File: src/rtl/noc_mem_pkg.sv
// ----------------------------------------------------------------------------
// noc_mem_pkg
// Shared types and constants for the NOC memory responder:
//   - NOC geometry (RADIX, BIT_WIDTH, ADDR_WIDTH)
//   - address field positions (write flag, source core index)
//   - responder FSM state encoding
//   - queued request record {data, addr}
//   - src_onehot(): source index -> one-hot destination core
// ----------------------------------------------------------------------------
package noc_mem_pkg;

  localparam int RADIX      = 2;
  localparam int BIT_WIDTH  = 32;
  localparam int ADDR_WIDTH = 16;

  // Address layout, MSB down: write flag, source core index, ignored bits,
  // and the word index in the low bits (its width depends on MEM_DEPTH).
  localparam int SRC_W   = $clog2(RADIX);
  localparam int WR_BIT  = ADDR_WIDTH - 1;
  localparam int SRC_LSB = WR_BIT - SRC_W;

  typedef enum logic [1:0] {
    ST_IDLE = 2'd0,
    ST_WAIT = 2'd1,
    ST_RESP = 2'd2
  } state_t;

  typedef struct packed {
    logic [BIT_WIDTH-1:0]  data;
    logic [ADDR_WIDTH-1:0] addr;
  } req_t;

  // A source index with no matching core yields an all-zero vector.
  function automatic logic [RADIX-1:0] src_onehot(input logic [SRC_W-1:0] src);
    // NOTE: assign a default before the loop so every bit has a value on
    // every path; the same habit keeps always_comb blocks latch-free.
    src_onehot = '0;
    for (int i = 0; i < RADIX; i++) begin
      src_onehot[i] = (src == SRC_W'(i));
    end
  endfunction

endpackage

File: src/rtl/noc_req_fifo.sv
// ----------------------------------------------------------------------------
// noc_req_fifo
// Synchronous show-ahead FIFO with wrap-bit pointers.
//   clk, rst_l : clock, asynchronous active-low reset (clears pointers)
//   push, wdata: write request; accepted when not full, or when full and a
//                pop happens on the same edge
//   pop        : consume head entry (ignored when empty)
//   rdata      : current head entry (valid while !empty)
//   full, empty: occupancy flags
// ----------------------------------------------------------------------------
module noc_req_fifo #(
  parameter int DEPTH = 4,
  parameter int WIDTH = 8
) (
  input  logic             clk,
  input  logic             rst_l,
  input  logic             push,
  input  logic             pop,
  input  logic [WIDTH-1:0] wdata,
  output logic [WIDTH-1:0] rdata,
  output logic             full,
  output logic             empty
);

  localparam int PTR_W = $clog2(DEPTH);

  // Extra MSB on each pointer distinguishes full from empty when the
  // index bits match.
  logic [PTR_W:0]   wr_ptr;
  logic [PTR_W:0]   rd_ptr;
  logic [WIDTH-1:0] store [DEPTH];
  logic             do_push;
  logic             do_pop;

  assign empty = (wr_ptr == rd_ptr);
  assign full  = (wr_ptr[PTR_W] != rd_ptr[PTR_W]) &&
                 (wr_ptr[PTR_W-1:0] == rd_ptr[PTR_W-1:0]);

  assign do_pop  = pop && !empty;
  assign do_push = push && (!full || do_pop);
  assign rdata   = store[rd_ptr[PTR_W-1:0]];

  // NOTE: sequential state uses non-blocking assignments so every flop
  // samples pre-edge values regardless of block ordering.
  always_ff @(posedge clk or negedge rst_l) begin
    if (!rst_l) begin
      wr_ptr <= '0;
      rd_ptr <= '0;
    end else begin
      if (do_push) wr_ptr <= wr_ptr + 1'b1;
      if (do_pop)  rd_ptr <= rd_ptr + 1'b1;
    end
  end

  // NOTE: queue storage is left unreset; an entry is only ever read after
  // it has been written, because empty gates every pop.
  always_ff @(posedge clk) begin
    if (do_push) store[wr_ptr[PTR_W-1:0]] <= wdata;
  end

endmodule

File: src/rtl/noc_mem_responder.sv
// ----------------------------------------------------------------------------
// noc_mem_responder
// Memory endpoint on the NOC: queues core-to-memory requests, services them
// one at a time with a fixed access latency, and returns a single-cycle
// response to the requesting core.
//   clk, rst_l            : clock, asynchronous active-low reset
//   en_C2M_OUT            : request valid
//   Data_C2M_OUT          : write data (ignored for reads)
//   Addr_C2M_OUT          : {write flag, source core, ..., word index}
//   en_M2C_IN             : response valid (one cycle per request)
//   Data_M2C_IN           : read data, or echoed write data
//   AccessComplete_M2C_IN : one-hot destination core
//   ready_C2M             : request queue not full
//   overflow_err          : sticky, a request was dropped
// ----------------------------------------------------------------------------
module noc_mem_responder
  import noc_mem_pkg::*;
#(
  parameter int FIFO_DEPTH = 4,
  parameter int LATENCY    = 2,
  parameter int MEM_DEPTH  = 16
) (
  input  logic                  clk,
  input  logic                  rst_l,
  input  logic                  en_C2M_OUT,
  input  logic [BIT_WIDTH-1:0]  Data_C2M_OUT,
  input  logic [ADDR_WIDTH-1:0] Addr_C2M_OUT,
  output logic                  en_M2C_IN,
  output logic [BIT_WIDTH-1:0]  Data_M2C_IN,
  output logic [RADIX-1:0]      AccessComplete_M2C_IN,
  output logic                  ready_C2M,
  output logic                  overflow_err
);

  localparam int WORD_W = $clog2(MEM_DEPTH);
  localparam int CNT_W  = (LATENCY > 1) ? $clog2(LATENCY) : 1;

  state_t               state;
  logic [CNT_W-1:0]     cnt;
  logic [BIT_WIDTH-1:0] rsp_data;
  logic [RADIX-1:0]     rsp_onehot;
  logic [BIT_WIDTH-1:0] mem [MEM_DEPTH];

  req_t              in_req;
  req_t              head;
  logic              fifo_full;
  logic              fifo_empty;
  logic              push;
  logic              pop;
  logic              head_is_write;
  logic [SRC_W-1:0]  head_src;
  logic [WORD_W-1:0] head_word;
  logic              addr_unused;

  assign in_req = '{data: Data_C2M_OUT, addr: Addr_C2M_OUT};

  // The head is consumed only from IDLE; a request arriving while full is
  // still taken if that pop frees a slot on the same edge.
  assign pop       = (state == ST_IDLE) && !fifo_empty;
  assign push      = en_C2M_OUT && (!fifo_full || pop);
  assign ready_C2M = !fifo_full;

  assign head_is_write = head.addr[WR_BIT];
  assign head_src      = head.addr[SRC_LSB +: SRC_W];
  assign head_word     = head.addr[WORD_W-1:0];
  // Middle address bits carry no meaning here; fold them so they are used.
  assign addr_unused   = ^head.addr;

  noc_req_fifo #(
    .DEPTH (FIFO_DEPTH),
    .WIDTH ($bits(req_t))
  ) u_req_fifo (
    .clk   (clk),
    .rst_l (rst_l),
    .push  (push),
    .pop   (pop),
    .wdata (in_req),
    .rdata (head),
    .full  (fifo_full),
    .empty (fifo_empty)
  );

  // Memory contents are observable through reads after reset, so every
  // word is cleared along with the control state.
  always_ff @(posedge clk or negedge rst_l) begin
    if (!rst_l) begin
      for (int i = 0; i < MEM_DEPTH; i++) mem[i] <= '0;
    end else if (pop && head_is_write) begin
      mem[head_word] <= head.data;
    end
  end

  always_ff @(posedge clk or negedge rst_l) begin
    if (!rst_l) begin
      overflow_err <= 1'b0;
    end else if (en_C2M_OUT && fifo_full && !pop) begin
      overflow_err <= 1'b1;
    end
  end

  // Response outputs are registered and loaded only on entry to RESP, so
  // they read as zero in every other state.
  always_ff @(posedge clk or negedge rst_l) begin
    if (!rst_l) begin
      state                 <= ST_IDLE;
      cnt                   <= '0;
      rsp_data              <= '0;
      rsp_onehot            <= '0;
      en_M2C_IN             <= 1'b0;
      Data_M2C_IN           <= '0;
      AccessComplete_M2C_IN <= '0;
    end else begin
      case (state)
        ST_IDLE: begin
          if (!fifo_empty) begin
            // Writes echo their data; reads capture the pre-write word,
            // which already reflects every earlier popped write.
            rsp_data   <= head_is_write ? head.data : mem[head_word];
            rsp_onehot <= src_onehot(head_src);
            cnt        <= CNT_W'(LATENCY - 1);
            state      <= ST_WAIT;
          end
        end
        ST_WAIT: begin
          if (cnt == '0) begin
            state                 <= ST_RESP;
            en_M2C_IN             <= 1'b1;
            Data_M2C_IN           <= rsp_data;
            AccessComplete_M2C_IN <= rsp_onehot;
          end else begin
            cnt <= cnt - CNT_W'(1);
          end
        end
        ST_RESP: begin
          state                 <= ST_IDLE;
          en_M2C_IN             <= 1'b0;
          Data_M2C_IN           <= '0;
          AccessComplete_M2C_IN <= '0;
        end
        default: state <= ST_IDLE;
      endcase
    end
  end

endmodule

File: config.mk
export PLATFORM = sky130hd
export DESIGN_NAME = noc_mem_responder
export DESIGN_NICKNAME = d
export VERILOG_FILES = /design/src/rtl/noc_mem_pkg.sv /design/src/rtl/noc_req_fifo.sv /design/src/rtl/noc_mem_responder.sv
export SDC_FILE = /design/constraint.sdc
export NUM_CORES = 1
export LEC_CHECK = 0
export CAP_MARGIN = 20
export CORE_MARGIN = 4
export CORE_UTILIZATION = 45
export DETAILED_ROUTE_END_ITERATION = 16
export PLACE_DENSITY_LB_ADDON = 0.2
export RECOVER_POWER = 50
export SETUP_SLACK_MARGIN = 0.02
export SYNTH_ARGS = -nofsm -noshare
export SYNTH_HDL_FRONTEND = slang
export SYNTH_SLANG_ARGS = --single-unit
File: constraint.sdc
create_clock -name clk -period 3.5 [get_ports clk]
set_input_delay 1.05 -clock clk [delete_from_list [all_inputs] [get_ports clk]]
set_output_delay 1.05 -clock clk [all_outputs]
set_load 0.01 [all_outputs]
; ---- Word-level counts from Yosys, hierarchy flattened
; Memory sizes are Yosys's and may differ from the RTL's.
; Cells that the tools add are included.
[op_classes]
bitwise_logic = 3
eq_ne = 7
n_mux = 21
n_reduce_logical = 21
order_cmp = 2
add_sub_neg = 3
[ops]
columns = operator, n
row1 = bitwise mux 512 bit, 1
row2 = two-way mux 32 bit, 5
row3 = binary-select mux 32 bit (select 4 bit), 1
row4 = demux 32 bit (select 4 bit), 1
row5 = one-hot mux 32 bit (2 select lines), 1
row6 = logical AND 1 bit, 9
row7 = one-hot mux 2 bit (2 select lines), 2
row8 = AND reduction 2 bit, 4
row9 = "adder 3 x 1 -> 3 bit, second input constant", 2
row10 = two-way mux 2 bit, 3
row11 = ">= comparator 5 bit, second input constant", 1
row12 = "< comparator 5 x 1 -> 1 bit, second input constant", 1
row13 = two-way mux 1 bit, 5
row14 = inverter 4 -> 5 bit, 1
row15 = "inequality test 2 bit, second input constant", 2
row16 = one-hot mux 1 bit (2 select lines), 2
row17 = nonzero test 2 bit, 2
row18 = equality test 3 bit, 1
row19 = logical NOT 1 bit, 3
row20 = "equality test 2 x 1 -> 1 bit, second input constant", 1
row21 = equality test 2 bit, 1
row22 = "equality test 2 bit, second input constant", 1
row23 = logical NOT 2 bit, 1
row24 = logical OR 1 bit, 2
row25 = other kinds (3), 4
[totals]
mem_bits_rw = 192
out_inout_bits = 37
word_cells = 84
register_bits = 591
mem_count = 1
[memory_table]
columns = memory, depth, width, rd, rd_ports_with_merged_regs, write_ports, line_no
row1 = u_req_fifo.store, 4, 48, 1, 0, 1, noc_req_fifo.sv:31  ; logic [WIDTH-1:0] store [DEPTH];

; ---- Longest topological paths before layout
; Gate-level depths: netlist of run 1.
[logic_depth]
ltp_word = 8
mapped_depth = 10
mapped_depth_nobuf = 5

; ---- Hierarchy
; A second synthesis of run 1 with hierarchy kept.
[hier_totals]
hier_cells = 2122
hier_area_um2 = 33777.4
[by_module_without_submodules]
columns = module, cells_per_inst, seq_area_each_um2, n_inst, area_each_um2
row1 = noc_mem_responder, 1824, 14639.0, 1, 26406.6
row2 = noc_req_fifo, 298, 5915.7, 1, 7370.8

; ---- Least setup slack after synthesis of run 1
; OpenSTA, ideal clock, no wires.
[synth_timing]
kind = register -> register
start = register u_req_fifo.rd_ptr[0]
end = memory u_req_fifo.store[3][0] (netlist name), enable pin
synth_period_minus_slack_ns = 3.066
path_stages_with_launch = 8
required_time_ns = 3.099
arrival_ns = 2.665
setup_slack_ns = 0.434
path_cell_list = dfrtp_1 buf_4 buf_6 xnor2_1 a311oi_1 buf_2 o21a_1 and2_1
[synth_via]
elab_chain_cells = 8
elab_cells_between_ends = 13
cone_classes = eq/ne (2) / mux (2) / reduce/logical (9)
[synth_lines]
columns = element, line_no
row1 = start: declaration, noc_req_fifo.sv:30  ; logic [PTR_W:0] rd_ptr;
row2 = start signal: assignment, noc_req_fifo.sv:51  ; if (do_pop) rd_ptr <= rd_ptr + 1'b1;
row3 = equality test 3 bit / equality test 2 bit (equally long branches), "noc_req_fifo.sv:35, noc_req_fifo.sv:37"
row4 = logical NOT 1 bit / logical AND 1 bit (equally long branches), "noc_req_fifo.sv:39, noc_mem_responder.sv:59, noc_req_fifo.sv:36"
row5 = logical AND 1 bit / logical NOT 1 bit (equally long branches), "noc_mem_responder.sv:59, noc_req_fifo.sv:40, noc_mem_responder.sv:60"
row6 = logical OR 1 bit / logical AND 1 bit (equally long branches), "noc_mem_responder.sv:60, noc_req_fifo.sv:39"
row7 = logical AND 1 bit / logical OR 1 bit (equally long branches), "noc_mem_responder.sv:60, noc_req_fifo.sv:40"
row8 = logical AND 1 bit *, noc_req_fifo.sv:40  ; assign do_push = push && (!full || do_pop);
row9 = two-way mux 1 bit *, noc_req_fifo.sv:58  ; if (do_push) store[wr_ptr[PTR_W-1:0]] <= wdata;
row10 = two-way mux 1 bit (implied by the code) *, noc_req_fifo.sv:58
row11 = end: declaration, noc_req_fifo.sv:31
; Mark *: on every way between the ends. The rest lies on a longest branch, timed or not.

; ---- Final worst setup path of run 1
[layout_timing]
start = register u_req_fifo.rd_ptr[0]
end = output ready_C2M
[layout_via]
elab_chain_cells = 3
[layout_lines]
columns = element, line_no
row1 = equality test 2 bit, noc_req_fifo.sv:37  ; (wr_ptr[PTR_W-1:0] == rd_ptr[PTR_W-1:0]);
row2 = logical AND 1 bit, noc_req_fifo.sv:36  ; assign full = (wr_ptr[PTR_W] != rd_ptr[PTR_W]) &&
row3 = logical NOT 1 bit, noc_mem_responder.sv:61  ; assign ready_C2M = !fifo_full;
row4 = end: declaration, noc_mem_responder.sv:31  ; output logic ready_C2M,
; No other way between the ends.

==> results of run 1 <==
-- registers in the layout, indices dropped and copies added, names as in the netlist --
register,flops
AccessComplete_M2C_IN,2
Data_M2C_IN,32
cnt,1
en_M2C_IN,1
mem,512
overflow_err,1
rsp_data,32
rsp_onehot,2
state,2
u_req_fifo.rd_ptr,3
u_req_fifo.store,152
u_req_fifo.wr_ptr,3
-- critical path, cell delays in order, from the launching register on --
cell             delay [ns]
dfrtp_2                0.52
xnor2_1                0.41
nand3_1                0.20
clkdlybuf4s50_1        0.52
-- where the power goes --
part | leakage [nW] | switching (mW) | internal [mW]
Clock | 1.31 | 3.33 | 5.10
Sequential | 9.07 | 1.40 | 11.7
Combinational | 6.66 | 7.60 | 5.95
-- placed cells by master, fill, tap and decap left out, types with 32 or more instances in the layout --
| cell type | count |
|---|---|
| nand2_1 | 120 |
| clkbuf_16 | 84 |
| nand3b_1 | 32 |
| mux2_2 | 500 |
| clkdlybuf4s50_1 | 38 |
| mux4_2 | 39 |
| dlygate4sd3_1 | 38 |
| dfrtp_1 | 589 |
| o21ai_0 | 34 |
| a21oi_1 | 57 |
| o22ai_1 | 33 |
| a22o_1 | 34 |
| mux2i_1 | 322 |
| buf_4 | 58 |
| edfxtp_1 | 152 |
-- logic make-up (layout without fill, tap and decap cells) --
logic type,count (synthesis),in the layout,share of synthesized area (%)
AOI/OAI and AO/OA,168,168,3.21
buffers and inverters,178,319,2.48
muxes,876,876,30.6
xor gates and xnor gates,8,8,0.216
DFF,743,743,59.7
and+or+nand+nor,231,231,3.57
adders and majority gates,5,5,0.193
-- area by class of cell --
class,count,area [um^2],share of cell area [%]
multi-input combinational,1288,12400,33.3
tap,950,1190,3.20
timing repair buffer,171,1600,4.30
sequential,743,19400,52.1
clock inverter,28,303,0.814
inverter,5,18.8,0.0505
clock buffer,115,2350,6.33
-- per-stage QoR --
stage                     area, um^2  cells  worst slack (ns)
final                          37200   3300             0.189
after global placement         34600   3157             0.545
after floorplan                32400   2209             0.434
after detailed placement       34600   3157             0.494
after CTS                      37300   3300            0.0256
after global routing           37200   3300            0.0375
-- worst paths after layout --
path	slack (ns)	end	cells after the start
setup / recovery	0.19	ready_C2M	3
hold / removal	0.49	mem[510]	1
setup reg to reg	0.32	Data_M2C_IN[7]	6
hold reg to reg	0.49	mem[510]	1
max in group asynchronous	0.43	mem[508]	3
min in group asynchronous	0.83	AccessComplete_M2C_IN[0]	1
-- per-layer routing --
metal	vias to the layer above	part of all wire [%]	GRT usage [%]
li1	8312	-	-
met1	9753	44	27.4
met2	328	50	35.1
met3	117	3.7	2.96
met4	0	2.1	5.45
met5	-	0	0
-- repair_timing --
item	in CTS	in global routing
gates resized for setup	0	1
endpoints found under the setup margin	0	1
buffers inserted	0	0
==> results.cfg, run 1 <==
[place]
gp_congestion = 0.752
dp_hpwl_um = 47200
port-buffer-count = 77

[power_and_ir_drop]
powerDensity_nw_per_um2 = 943
ir_worst_vdd_mv = 0.957
leakage_nw = 17.0
power_mw = 35.1

[clocking]
cts_root_buffer = clkbuf_16
cts-hold-fix-buffers = 0
clockBufferDepth = 3
cts_tree = done
htree_levels = 3
clkLatencyLatePin_ns = 0.62
numCtsBuffers = 79
clk_pin_slew_worst_paths_ns = 0.06
clock_sinks = 743

[global_routing]
grt_pass1_vias = 20047
antenna_found_initial = 0
grt_pass1_wl_um = 121000
overflow = 0
grt_max_degree = 99
gr-usage-all-layers_pct = 20.4

[route]
drt.antenna.violating_nets = 0
drt-initial-drc-count = 1030
drc = 0
first_pass_iters = 4
via_per_inst = 5.61
wl_per_cell_um = 23.5
wl_um = 77700
num_vias = 18510

[critical_path]
r2r-start = state[0]
cp-end-kind = primary output
cp.arrival_ns = 2.26
path_class = reg2out
startpoint_type = flop
cp_max_fo = 10
startpoint = u_req_fifo.rd_ptr[0]
cp.required_ns = 2.45

[sta]
setup-tns-final_ns = 0
maxSlewViolCount = 80
fin_hold_ws_ns = 0.488
skew_ns = 0.0206
setup_viol = 0
min_period_ns = 3.31
worst_slew_pin_slew_ns = 1.65
hold_viol_final = 0
rsz0062_at_grt = false
slew_headroom_pct = -9.70
max_freq_mhz = 302
fin_crit_sh_pct = 94.6

[die]
start_util_pct = 45.3
ios = 88
die_h_um = 276
rows = 98
die_w_um = 276
die-area_um2 = 76400
coreArea_um2 = 71500

[synthesis]
synth_nets = 2265
yosysSeqAreaShare_pct = 59.7
ys_warn_count = 0
syn_avg_cell_area_um2 = 14.7
synth_area_um2 = 32400
synth_cell_types = 38
synth_area_leaders = dfrtp_1 46%, mux2_2 17%, edfxtp_1 14%
syn_inst = 2209
async_flop_share_pct = 79.5
synth_area_leader_cell = dfrtp_1
ys_seq_elements = 743
synth_most_common_cell = dfrtp_1
yosys-top-cells-count = 591 x dfrtp_1, 500 x mux2_2, 322 x mux2i_1
netlist.area_leader.share_pct = 45.6
synth-main-ff-cell = dfrtp_1
synth-edff-count = 152

[hold_path]
min-delay-start = mem[510]
hold_path_class = reg2reg

[finish]
utilization_pct = 52.0
drive_gt1_share_pct = 33.1
fillerInstances = 5911
final_nets = 2344
num_antenna_cells = 0
synthToLayoutAreaGrowth_pct = 14.7

[job]
max_cap_viol_count = 2

[outcome]
status = complete, but fails checks
violations = max-capacitance violations, max-slew violations
No activity file was read; power rests on OpenSTA's default activity.
==> run 2: changes to the inputs <==
- GPL_ROUTABILITY_DRIVEN: unset -> 1
- GPL_TIMING_DRIVEN: unset -> 0
- SLEW_MARGIN: unset -> 20
==> run 2 against run 1 <==
The flow still finishes with violations (max-capacitance violations, max-slew violations). Cell count up 2.6%. Non-clock buffer count up 89. First-iteration DRC count up 27%. Largest power group unchanged. Core utilization down 0.13 points. Setup slack worse by 0.025 ns. Clock skew up 0.0029 ns. Register-to-register slack worse by 0.13 ns. Design area down 0.24%. Via count up 4.4%. Total power up 2.2%.
==> results.cfg, run 2 (same netlist as run 1, synthesis figures left out) <==
[die]
ios = 88
die_w_um = 276
start_util_pct = 45.3
coreArea_um2 = 71500
die-area_um2 = 76400
rows = 98
die_h_um = 276

[clocking]
clk_pin_slew_worst_paths_ns = 0.06
clockBufferDepth = 3
cts-hold-fix-buffers = 0
cts_tree = done
post_cts_buffers = 0
numCtsBuffers = 79
clock_sinks = 743
htree_levels = 3
cts_root_buffer = clkbuf_16
clkLatencyLatePin_ns = 0.63
cts_resized = 1

[hold_path]
hold_path_depth = 1
hold_path_class = reg2reg

[sta]
skew_ns = 0.0235
max_freq_mhz = 300
slew_headroom_pct = -11.6
maxSlewViolCount = 63
min_period_ns = 3.34
hold_viol_final = 0
setup_viol = 0
fin_crit_sh_pct = 95.3
worst_slew_pin_slew_ns = 1.67
rsz0062_at_grt = false
setup_slack_ns = 0.163

[finish]
largest_reg_flops = 512
fillerInstances = 5976
largest-register = mem
synthToLayoutAreaGrowth_pct = 14.4
final_nets = 2433
drive_gt1_share_pct = 31.8
layout_commonest_cell = dfrtp_1
layout_common_cells = 591 x dfrtp_1, 500 x mux2_2, 322 x mux2i_1
fin_area_um2 = 37100
fin_cells = 3386

[global_routing]
gr-usage-all-layers_pct = 22.1
grt_pass1_vias = 20176
antenna_found_initial = 0
grt_max_degree = 103
overflow = 0
grt_pass1_wl_um = 128000

[route]
drc = 0
wl_per_cell_um = 25.3
num_vias = 19328
drt-initial-drc-count = 1312
first_pass_iters = 6
drt.antenna.violating_nets = 0
wl_um = 85700
via_per_inst = 5.71

[power_and_ir_drop]
powerDensity_nw_per_um2 = 966
power.share.combinational_pct = 40.7
leakage_nw = 17.0
power_mw = 35.8
ir_worst_vdd_mv = 0.449
switching_power_mw = 13.4
clkPwrFrac_pct = 22.9
swShare_pct = 37.4
p_int_mw = 22.4
sequentialPowerShare_pct = 36.4

[critical_path]
path_buf_inv = 3
cp.required_ns = 2.45
cp_max_fo = 10
path_class = reg2out
cp-end-kind = primary output
cp.arrival_ns = 2.29
worst-path-stages = 5
cpPeakStageDelay_ns = 0.53
reg2regPathDepth = 9
crit_family = buffers and inverters
crit_chain = buf_4, buf_6, xnor2_2, nand3_1, clkdlybuf4s50_1
startpoint_type = flop
crit_slowest_cell = clkdlybuf4s50_1

[place]
pre_cts_ws_ns = -0.0161
dpl.cell_count = 3247
gp_congestion = 0.861
port-buffer-count = 77
postPlaceCellArea_um2 = 34600
dp_hpwl_um = 57400

[outcome]
status = complete, but fails checks
violations = max-capacitance violations, max-slew violations

[job]
max_cap_viol_count = 1
[run 2: worst paths after layout]
kind / from / end / slack (ns)
worst max-delay path: u_req_fifo.rd_ptr[0] / ready_C2M / 0.16
worst min-delay path: rsp_onehot[1] / rsp_onehot[1] / 0.49
worst max register to register: u_req_fifo.rd_ptr[0] / rsp_data[10] / 0.19
worst min register to register: rsp_onehot[1] / rsp_onehot[1] / 0.49
max in group asynchronous: rst_l / mem[270] / 0.55
min in group asynchronous: rst_l / mem[421] / 0.85
[run 2: area by class of cell]
type	instances	area, um^2	area share (%)
Sequential cell	743	19400	52.2
Multi-Input combinational cell	1288	12300	33.1
Clock buffer	113	2260	6.09
Tap cell	950	1190	3.20
Timing Repair Buffer	88	933	2.52
Buffer	172	779	2.10
Clock inverter	26	287	0.772
Inverter	5	18.8	0.0506
Antenna cell	1	2.50	0.00675
[run 2: power groups by stage]
stage	clock, mW	combinational, mW	sequential, mW
final	8.20	14.6	13.0
after global routing	8.75	15.6	13.3
after CTS	8.38	14.6	13.0
after detailed placement	0	14.6	13.2
after global placement	0	14.2	13.1
after floorplan	0	9.65	12.8
[run 2: metal layers]
layer	up-vias	GRT usage (%)	wire length [um]
met1	10208	31.0	38200
met3	141	3.16	4060
met2	510	36.1	41000
met4	0	6.91	2460
met5	-	0	0
li1	8469	-	-
[run 2: worst register-to-register path: cells and delay by family (launching register included)]
family,cells,cell delay (ns)
buffers and inverters,5,1.71
AND/OR/NAND/NOR,2,0.51
flip-flops,1,0.39
multiplexers,1,0.32
AO/OA/AOI/OAI,1,0.27
[run 2: stage by stage]
stage	TNS [ns]	util, %	hold slack (ns)
floorplan	0	-	0.450
global placement	-	48.1	0.473
detailed placement	-0.0161	48.5	0.479
CTS	0	52.0	0.358
global route	0	51.9	0.508
finish	0	51.9	0.489
==> run 3: changes to the inputs <==
- ABC_AREA: unset -> 1
- SLEW_MARGIN: 20 -> 0
==> run 3 against run 2 <==
The flow still finishes with violations (max-capacitance violations, max-slew violations). Die area is 2.9% higher. Register-to-register slack got worse by 0.11 ns. Largest cell class unchanged. First-iteration DRC count grew to 2.7 times the previous value. Highest routed layer unchanged. Critical endpoint is now rsp_data[21]. Clock skew is 0.0054 ns lower. Maximum frequency fell by 2.4%. Sequential cell count unchanged. Clock power about the same. Via count increased by 48%. Core utilization increased by 0.12 points.
==> results.cfg, run 3 <==
[route]
num_vias = 28559
drt-initial-drc-count = 3503
via_per_inst = 5.55
drc = 0
wl_met1_um = 47600
first_pass_iters = 6
wl_per_cell_um = 21.0
highest_layer = met4
met2_length_um = 48900
drt.antenna.violating_nets = 0
wl_met3_um = 7360
wl_um = 108000

[die]
die_w_um = 280
ios = 88
coreArea_um2 = 73200
die_h_um = 280
die-area_um2 = 78600
rows = 99
start_util_pct = 45.6

[critical_path]
r2r-start = u_req_fifo.rd_ptr[0]
reg2reg_to = rsp_data[21]
cp.arrival_ns = 3.99
path_class = reg2reg
crit_chain = buf_2, nand2_1, nand3_2, clkbuf_1, clkbuf_1, nand3_1, nand2_1, nand2_1, nand2_1, nand2_1, nand2_1, o21bai_1, nand2_1
ff2ff_setup_slack_ns = 0.08
cpMostUsedCell = nand2_1
cp-end-kind = flop
reg2regPathDepth = 13
crit_slowest_cell = clkbuf_1
startpoint_type = flop
cp_max_fo = 10
cp.required_ns = 4.07
cpPeakStageDelay_ns = 0.70

[outcome]
status = complete, but fails checks
violations = max-capacitance violations, max-slew violations

[place]
port-buffer-count = 77
postPlaceCellArea_um2 = 35600
dp_hpwl_um = 78700
gp_congestion = 0.902

[synthesis]
synth_area_um2 = 33400
netlist.area_leader.share_pct = 44.3
ys_seq_elements = 743
synth_area_leaders = dfrtp_1 44%, nand2_1 15%, edfxtp_1 14%
async_flop_share_pct = 79.5
yosys-top-cells-count = 1371 x nand2_1, 591 x dfrtp_1, 473 x a21oi_1
syn_inst = 3957
yosysSeqAreaShare_pct = 58.0
synth_nets = 4013
ys_warn_count = 0
synth-main-ff-cell = dfrtp_1
synth_most_common_cell = nand2_1
syn_avg_cell_area_um2 = 8.43
synth_cell_types = 31
synth_area_leader_cell = dfrtp_1
synth-edff-count = 152

[power_and_ir_drop]
swShare_pct = 47.1
p_int_mw = 22.6
switching_power_mw = 20.1
leakage_nw = 18.3
power.share.combinational_pct = 47.9
ir_worst_vdd_mv = 0.603
clkPwrFrac_pct = 19.2
sequentialPowerShare_pct = 32.9
powerDensity_nw_per_um2 = 1120

[finish]
final_nets = 4179
fillerInstances = 6935
drive_gt1_share_pct = 7.41
synthToLayoutAreaGrowth_pct = 14.1
layout_common_cells = 1371 x nand2_1, 591 x dfrtp_1, 473 x a21oi_1
multi_input_area_um2 = 12500
register_area_um2 = 19400
largest_reg_flops = 512
largest-register = mem
layout_commonest_cell = nand2_1
fin_area_um2 = 38100

[sta]
min_period_ns = 3.42
maxSlewViolCount = 112
rsz0062_at_grt = true
worst_slew_pin_slew_ns = 1.70
skew_ns = 0.0181
slew_headroom_pct = -13.6
fin_crit_sh_pct = 97.7
max_freq_mhz = 292
hold_viol_final = 0
setup-tns-final_ns = 0
setup_viol = 0

[clocking]
numCtsBuffers = 78
cts_resized = 0
clkLatencyLatePin_ns = 0.64
post_cts_buffers = 0
htree_levels = 3
clockBufferDepth = 3
cts_root_buffer = clkbuf_16
clk_pin_slew_worst_paths_ns = 0.06
clock_sinks = 743
cts-hold-fix-buffers = 0
cts_tree = done

[job]
max_cap_viol_count = 1

[global_routing]
grt_max_degree = 117
gr-usage-all-layers_pct = 27.3
antenna_found_initial = 0
grt_pass1_wl_um = 163000
overflow = 0
grt_pass1_vias = 26923

[hold_path]
hold_path_class = in2async
## run 3: logic make-up after synthesis
family          after synthesis  synth area share [%]
fa+ha+maj                     5                 0.188
xor+xnor                      7                 0.184
flops                       743                  58.0
buf+inv                     363                  4.68
compound gates              665                  10.6
simple gates               2174                  26.3
## run 3: worst max-delay path by stage
stage	start	cells after the start	slack, ns	end
floorplan	en_C2M_OUT	2	0.17	u_req_fifo.store[3][0]
global placement	rst_l	1	-25.87	Data_M2C_IN[0]
detailed placement	u_req_fifo.rd_ptr[0]	13	0.06	rsp_data[21]
CTS	u_req_fifo.rd_ptr[0]	13	0.08	rsp_data[21]
global route	u_req_fifo.rd_ptr[0]	14	0.004	rsp_data[21]
finish	u_req_fifo.rd_ptr[0]	13	0.08	rsp_data[21]
## run 3: layout make-up
cell class                      instances  share of cell area (%)
Clock inverter                         32                   0.815
Multi-Input combinational cell       2851                    32.8
Inverter                               64                   0.631
Clock buffer                          110                    5.77
Timing Repair Buffer                   86                    2.55
Tap cell                              959                    3.15
Antenna cell                            1                 0.00657
Sequential cell                       743                    50.8
Buffer                                299                    3.47
## run 3: through the flow
step                hold slack (ns)  utilization, %  setup slack (ns)  instances  total power, mW
finish                        0.367            52.0            0.0805       5145             42.7
global route                  0.412            52.0           0.00411       5144             45.5
CTS                           0.386            52.1            0.0759       5144             42.6
detailed placement            0.468            48.6            0.0634       5002             34.4
global placement              0.458            48.3            -25.87       4993             34.0
floorplan                     0.449               -             0.174       3957             26.6
## run 3: per-layer routing
metal,GRT usage (%),vias to the layer above
li1,-,13240
met1,39.7,14036
met2,42.1,1097
met3,3.71,186
met4,10.2,0
met5,0,-
## run 3: worst max-delay path, delay by kind of cell (launching register included)
family                 cells  cell delay (ns)
AO/OA/AOI/OAI              1             0.19
flip-flops                 1             0.54
AND/OR/NAND/NOR            9             0.97
buffers and inverters      3             1.62
## run 3: power groups by stage
stage                     combinational [mW]  clock [mW]  sequential [mW]
after floorplan                         12.8           0             13.8
after global placement                  19.8           0             14.2
after detailed placement                20.2           0             14.2
after CTS                               20.3        8.31             14.0
after global routing                    22.4        8.70             14.4
final                                   20.5        8.21             14.1
